`config.mk`:
```
export PLATFORM = sky130hd
export DESIGN_NAME = periph_bus_master
export DESIGN_NICKNAME = d
export VERILOG_FILES = /design/src/rtl/periph_pkg.sv /design/src/rtl/periph_poll_timer.sv /design/src/rtl/periph_bus_master.sv
export SDC_FILE = /design/constraint.sdc
export NUM_CORES = 1
export LEC_CHECK = 0
export BUFFER_PORTS_ARGS = -buffer_cell sky130_fd_sc_hd__buf_2
export CAP_MARGIN = 5
export CORE_ASPECT_RATIO = 1.2
export CORE_UTILIZATION = 51
export DETAILED_ROUTE_END_ITERATION = 7
export GPL_TIMING_DRIVEN = 1
export PLACE_DENSITY = 0.79
export SLEW_MARGIN = 0
export SYNTH_ARGS = -nofsm -noshare
export SYNTH_HDL_FRONTEND = slang
export SYNTH_SLANG_ARGS = --single-unit
```
`constraint.sdc`:
```
create_clock -name clk -period 2.33 [get_ports clk]
set_clock_uncertainty 0.2 [all_clocks]
set_input_delay 0.233 -clock clk [delete_from_list [all_inputs] [get_ports clk]]
set_output_delay 0.233 -clock clk [all_outputs]
set_load 0.02 [all_outputs]
```
`src/rtl/periph_pkg.sv`:
```
`default_nettype none
// +----------------------------------------------------------------------------+
// | Module  : periph_pkg                                                       |
// | Brief   : Shared state encoding and register map for the peripheral bus.   |
// | Rev     : 1.0  initial release                                             |
// +----------------------------------------------------------------------------+
package periph_pkg;

    typedef enum logic [2:0] {
        ST_IDLE  = 3'd0,
        ST_WRITE = 3'd1,
        ST_READ  = 3'd2,
        ST_RESP  = 3'd3,
        ST_POLL  = 3'd4
    } state_e;

    // Hex digits occupy 0..10, the decimal point sits just above them.
    localparam logic [3:0] C_HEX_ADDR_FIRST = 4'h0;
    localparam logic [3:0] C_HEX_ADDR_LAST  = 4'hA;
    localparam logic [3:0] C_DOT_ADDR       = 4'hB;
    localparam logic [3:0] C_KEY_ADDR       = 4'hF;

    localparam int unsigned C_POLL_PERIOD_DEF = 25000;

    function automatic logic is_hex_addr(input logic [3:0] a);
        return a <= C_HEX_ADDR_LAST;
    endfunction

endpackage
`default_nettype wire

```
`src/rtl/periph_poll_timer.sv`:
```
`default_nettype none
// +----------------------------------------------------------------------------+
// | Module  : periph_poll_timer                                                |
// | Brief   : Free-running keypad poll timer with a single pending flag.       |
// | Rev     : 1.0  initial release                                             |
// +----------------------------------------------------------------------------+
module periph_poll_timer
    import periph_pkg::*;
#(
    parameter int unsigned POLL_PERIOD = C_POLL_PERIOD_DEF
) (
    input  logic clk,
    input  logic reset,
    input  logic poll_en,
    input  logic poll_done,
    output logic poll_pending
);

    localparam int unsigned C_CNT_W = $clog2(POLL_PERIOD);

    logic [C_CNT_W-1:0] count_q, count_d;
    logic               pending_q, pending_d;
    logic               w_wrap;

    always_comb begin
        w_wrap    = poll_en && (count_q == C_CNT_W'(POLL_PERIOD - 1));
        count_d   = count_q;
        pending_d = pending_q;
        if (!poll_en) begin
            count_d   = '0;
            pending_d = 1'b0;
        end else begin
            count_d = w_wrap ? '0 : count_q + 1'b1;
            if (poll_done) pending_d = 1'b0;
            // A wrap while already pending simply re-asserts the single flag.
            if (w_wrap)    pending_d = 1'b1;
        end
    end

    always_ff @(posedge clk or negedge reset) begin
        if (!reset) begin
            count_q   <= '0;
            pending_q <= 1'b0;
        end else begin
            count_q   <= count_d;
            pending_q <= pending_d;
        end
    end

    assign poll_pending = pending_q;

endmodule
`default_nettype wire

```
`src/rtl/periph_bus_master.sv`:
```
`default_nettype none
// +----------------------------------------------------------------------------+
// | Module  : periph_bus_master                                                |
// | Brief   : Command/response to peripheral-bus initiator with keypad poll.   |
// | Rev     : 1.0  initial release                                             |
// +----------------------------------------------------------------------------+
module periph_bus_master
    import periph_pkg::*;
#(
    parameter int unsigned         ADDR_W      = 4,
    parameter int unsigned         DATA_W      = 32,
    parameter int unsigned         RD_LAT      = 1,
    parameter int unsigned         POLL_PERIOD = C_POLL_PERIOD_DEF,
    parameter logic [ADDR_W-1:0]   KEY_ADDR    = ADDR_W'(C_KEY_ADDR)
) (
    input  logic              clk,
    input  logic              reset,
    input  logic              cmd_valid,
    output logic              cmd_ready,
    input  logic              cmd_write,
    input  logic [ADDR_W-1:0] cmd_addr,
    input  logic [DATA_W-1:0] cmd_wdata,
    output logic              rsp_valid,
    input  logic              rsp_ready,
    output logic [DATA_W-1:0] rsp_rdata,
    input  logic              poll_en,
    output logic              key_event,
    output logic [DATA_W-1:0] key_value,
    output logic [ADDR_W-1:0] address,
    output logic [DATA_W-1:0] din,
    output logic              writeEnable,
    input  logic [DATA_W-1:0] dout
);

    localparam int unsigned C_LAT_W = (RD_LAT > 1) ? $clog2(RD_LAT) : 1;

    state_e              state_q, state_d;
    logic [C_LAT_W-1:0]  lat_q, lat_d;
    logic [ADDR_W-1:0]   addr_q, addr_d;
    logic [DATA_W-1:0]   wdata_q, wdata_d;
    logic [DATA_W-1:0]   rdata_q, rdata_d;
    logic [DATA_W-1:0]   key_value_q, key_value_d;
    logic                key_event_q, key_event_d;

    logic w_poll_pending;
    logic w_lat_done;
    logic w_accept;
    logic w_poll_done;

    periph_poll_timer #(
        .POLL_PERIOD (POLL_PERIOD)
    ) u_poll_timer (
        .clk          (clk),
        .reset        (reset),
        .poll_en      (poll_en),
        .poll_done    (w_poll_done),
        .poll_pending (w_poll_pending)
    );

    // Gated by reset so the handshake is dead while reset is held.
    assign cmd_ready   = reset && (state_q == ST_IDLE) && !w_poll_pending;
    assign w_accept    = cmd_valid && cmd_ready;
    assign w_lat_done  = (lat_q == C_LAT_W'(RD_LAT - 1));
    assign w_poll_done = (state_q == ST_POLL) && w_lat_done;

    always_ff @(posedge clk or negedge reset) begin
        if (!reset) begin
            state_q     <= ST_IDLE;
            lat_q       <= '0;
            addr_q      <= '0;
            wdata_q     <= '0;
            rdata_q     <= '0;
            key_value_q <= '0;
            key_event_q <= 1'b0;
        end else begin
            state_q     <= state_d;
            lat_q       <= lat_d;
            addr_q      <= addr_d;
            wdata_q     <= wdata_d;
            rdata_q     <= rdata_d;
            key_value_q <= key_value_d;
            key_event_q <= key_event_d;
        end
    end

    always_comb begin
        state_d = state_q;
        case (state_q)
            ST_IDLE: begin
                if (w_poll_pending)  state_d = ST_POLL;
                else if (cmd_valid)  state_d = cmd_write ? ST_WRITE : ST_READ;
            end
            ST_WRITE: state_d = ST_IDLE;
            ST_READ:  if (w_lat_done) state_d = ST_RESP;
            ST_RESP:  if (rsp_ready)  state_d = ST_IDLE;
            ST_POLL:  if (w_lat_done) state_d = ST_IDLE;
            default:  state_d = ST_IDLE;
        endcase
    end

    always_comb begin
        lat_d       = '0;
        addr_d      = addr_q;
        wdata_d     = wdata_q;
        rdata_d     = rdata_q;
        key_value_d = key_value_q;
        key_event_d = 1'b0;
        if ((state_q == ST_READ || state_q == ST_POLL) && !w_lat_done)
            lat_d = lat_q + 1'b1;
        if (w_accept) begin
            addr_d  = cmd_addr;
            wdata_d = cmd_wdata;
        end
        if (state_q == ST_READ && w_lat_done)
            rdata_d = dout;
        if (w_poll_done && (dout != key_value_q)) begin
            key_value_d = dout;
            key_event_d = 1'b1;
        end
    end

    always_comb begin
        address     = '0;
        din         = '0;
        writeEnable = 1'b0;
        case (state_q)
            ST_WRITE: begin
                address     = addr_q;
                din         = wdata_q;
                writeEnable = 1'b1;
            end
            ST_READ:  address = addr_q;
            ST_POLL:  address = KEY_ADDR;
            default:  address = '0;
        endcase
    end

    assign rsp_valid = (state_q == ST_RESP);
    assign rsp_rdata = rdata_q;
    assign key_event = key_event_q;
    assign key_value = key_value_q;

endmodule
`default_nettype wire

```
==> reports/qor.yml <==
pwr:
  p_int_mw: 5.73
  clkPwrFrac_pct: 29.4
  comb_power_share_pct: 34.2
  ir_drop_v: 0.000652
  switchingPower_mw: 3.08
  swShare_pct: 34.9
  p_leak_nw: 4.19
  power_frac_seq_pct: 36.4
  power.density_mw_per_mm2: 1100
synthesis:
  synth-warning-count: 0
  synth-async-reset-ratio_pct: 100
  synth_enable_flop_cells: 0
  synth_cells: 414
  synthFlopType: "dfrtp_1"
  seq_area_frac_synth_pct: 54.8
  synth_area_mm2: 0.00553
  ys_ff_latch: 121
  syn_avg_cell_area_um2: 13.3
  synth.distinct_cells: 37
  synth_fp_nets: 489
sta:
  setup_tns_ns: 0
  holdWs_ns: 0.0504
  rsz0062_at_grt: "yes"
  setup_ws_ns: 0.00627
  maxSlewViolCount: 0
  period_needed_ns: 2.32
  tightest_slew_ns: 0.676
  slew_headroom_pct: 54.9
  setup_viol: 0
  hold_violations: 0
  post-route-period-util_pct: 99.7
  fmax_mhz: 430
clock_tree:
  clock-sinks: 121
  htreeDepth: 4
  clock_tree.root_cell: "clkbuf_16"
  cts_tree: "yes"
  path_clk_slew_ns: 0.05
  clock_path_buffers: 2
  clk_latency_ns: 0.41
  numCtsBuffers: 17
grt:
  grt_max_degree: 122
  grt_pass1_wl_mm: 21.9
  antenna_found_initial: 0
  grt_usage_pct: 25.2
  grt_pass1_vias: 4508
  overflow: 0
cells_and_area:
  syn2layout_area_growth_pct: 44.7
  layout_commonest_cell: "buf_2"
  final_cells: 812
  multi_input_area_mm2: 0.00240
  n_antenna_cell: 0
  seq_area_mm2: 0.00303
  finalNetCount: 746
  fin_area_mm2: 0.00799
  n_fill_cell: 644
  final_cell_mix: "buf_2, dfrtp_1, dlygate4sd3_1"
  post_route_cells_drive_above_1_share_pct: 38.5
job:
  drv_cap: 0
setup_path:
  cp_max_fo: 4
  critPathKind: "primary input to register"
  cp-end-kind: "register"
  path_cells: "dlygate4sd3_1 -> buf_2 -> xor2_1 -> nor4_1 -> nand4_1 -> o21ai_4 -> buf_6 -> clkbuf_16 -> mux2_4"
  arrival_ns: 2.42
  cp_slowest_cell: "dlygate4sd3_1"
  cpPeakStageDelay_ns: 0.53
  required_ns: 2.42
  critPathLaunchType: "primary input"
detailed_routing:
  dr.pass1.iters: 4
  via_per_inst: 5.26
  wl_per_cell_um: 17.2
  route.detailed.drc: 0
  drtIter0Drc: 167
  ant_nets: 0
  totalWireLength_mm: 13.9
  vias: 4268
placement:
  dp_slack_ns: 0.00986
  portBuffers: 177
  hpwl_mm: 8.21
  place_congestion: 0.762
  place_area_mm2: 0.00655
  placedCellCount: 707
floorplanning:
  initial_core_util_pct: 52.5
  core_area_mm2: 0.0105
  rows: 41
  die_area_mm2: 0.0113
  die_h_um: 116
  die-width_um: 97.0
  io-pin-count: 178
status:
  status: "completed"
hold_path:
  hold_path.class: "primary input to register"
-- sequential cells by signal (all words and copies together), names as in the netlist --
register / flops
key_value: 32
rsp_rdata: 32
wdata_q: 32
u_poll_timer.count_q: 15
addr_q: 4
state_q: 3
key_event: 1
lat_q: 1
u_poll_timer.poll_pending: 1
-- layout make-up --
class | count | area share [%]
repair buffers | 258 | 22.6
flip-flops and latches | 121 | 37.9
inverters | 3 | 0.141
clock buffers | 24 | 6.15
multi-input cells | 270 | 30.0
well taps | 129 | 2.02
clock inverters | 7 | 1.14
-- metal layers --
| layer | vias up | routed length, um | share of wire [%] | global-route usage, % |
|---|---|---|---|---|
| met5 | - | 0 | 0 | 0 |
| met4 | 0 | 269 | 1.9 | 9.55 |
| met3 | 29 | 833 | 6.0 | 8.38 |
| met2 | 172 | 7100 | 51 | 43.2 |
| met1 | 2105 | 5750 | 41 | 29.6 |
| li1 | 1962 | - | - | - |
-- logic make-up (layout without fill, tap and decap cells) --
| logic type | Yosys count | count (layout) | synth area share [%] |
|---|---|---|---|
| XOR/XNOR | 44 | 44 | 6.97 |
| flip-flops | 121 | 121 | 54.8 |
| AND/OR/NAND/NOR | 105 | 105 | 10.6 |
| buffers and inverters | 23 | 292 | 2.63 |
| AO/OA/AOI/OAI | 17 | 17 | 1.92 |
| adder cells (fa/ha/maj) | 1 | 1 | 0.226 |
| other | 1 | 1 | 0.0679 |
| multiplexers | 102 | 102 | 22.7 |
-- synth_stat cells (2+ instances only) --
cell,instances,area [um2]
dfrtp_1,121,3030
mux2_1,72,811
xor2_1,39,342
and3_1,35,219
mux2_4,29,435
nor2_1,21,78.8
nand2_1,10,37.5
nand3_1,10,50.1
clkbuf_1,9,33.8
a21oi_1,8,40.0
nor4_1,8,50.1
buf_6,6,67.6
o21ai_0,5,25.0
xnor2_1,5,43.8
and2_1,3,18.8
buf_4,3,22.5
nand4_1,3,18.8
nor2b_1,3,18.8
nor3_1,3,15.0
buf_2,2,10.0
inv_2,2,7.51
nor4_2,2,25.0
-- worst max-delay path: cells and delay by family --
| kind | cells | cell delay (ns) |
|---|---|---|
| compound gates | 1 | 0.24 |
| simple gates | 2 | 0.53 |
| mux | 1 | 0.29 |
| xor+xnor | 1 | 0.14 |
| buf+inv | 4 | 0.98 |
-- repair_timing --
action	CTS	global route
cloned	0	3
buffers inserted	0	5
endpoints found under the setup margin	4	36
endpoints found under the hold margin	224	0
hold buffers	71	0
resized for setup	1	14
pin swaps	0	8
-- through the flow --
stage               utilization (%)  total power, mW
floorplan                         -             5.05
global placement               62.3             5.93
detailed placement             62.3             6.06
CTS                            74.6             8.75
global route                   76.0             9.24
finish                         76.0             8.81
-- power by group through the flow --
stage	Clock, mW	Combinational, mW	Sequential [mW]
after global placement	0	2.78	3.15
after floorplan	0	1.52	3.53
after global routing	2.73	3.22	3.29
final	2.59	3.01	3.21
after CTS	2.61	2.95	3.18
after detailed placement	0	2.86	3.21
-- path summary, 6_finish.rpt --
path / start / end / slack, ns / cells past startpoint
setup / recovery: dout[22] / key_value[15]$_DFFE_PN0P_ / 0.006 / 9
hold / removal: dout[13] / rsp_rdata[13]$_DFFE_PN0P_ / 0.05 / 2
max in group asynchronous: reset / wdata_q[11]$_DFFE_PN0P_ / 1.16 / 3
min in group asynchronous: reset / wdata_q[28]$_DFFE_PN0P_ / 0.22 / 3
setup reg to reg: key_value[14]$_DFFE_PN0P_ / key_value[15]$_DFFE_PN0P_ / 0.06 / 7
hold reg to reg: rsp_rdata[30]$_DFFE_PN0P_ / rsp_rdata[30]$_DFFE_PN0P_ / 0.28 / 1
(Power assumes the default switching activity.)
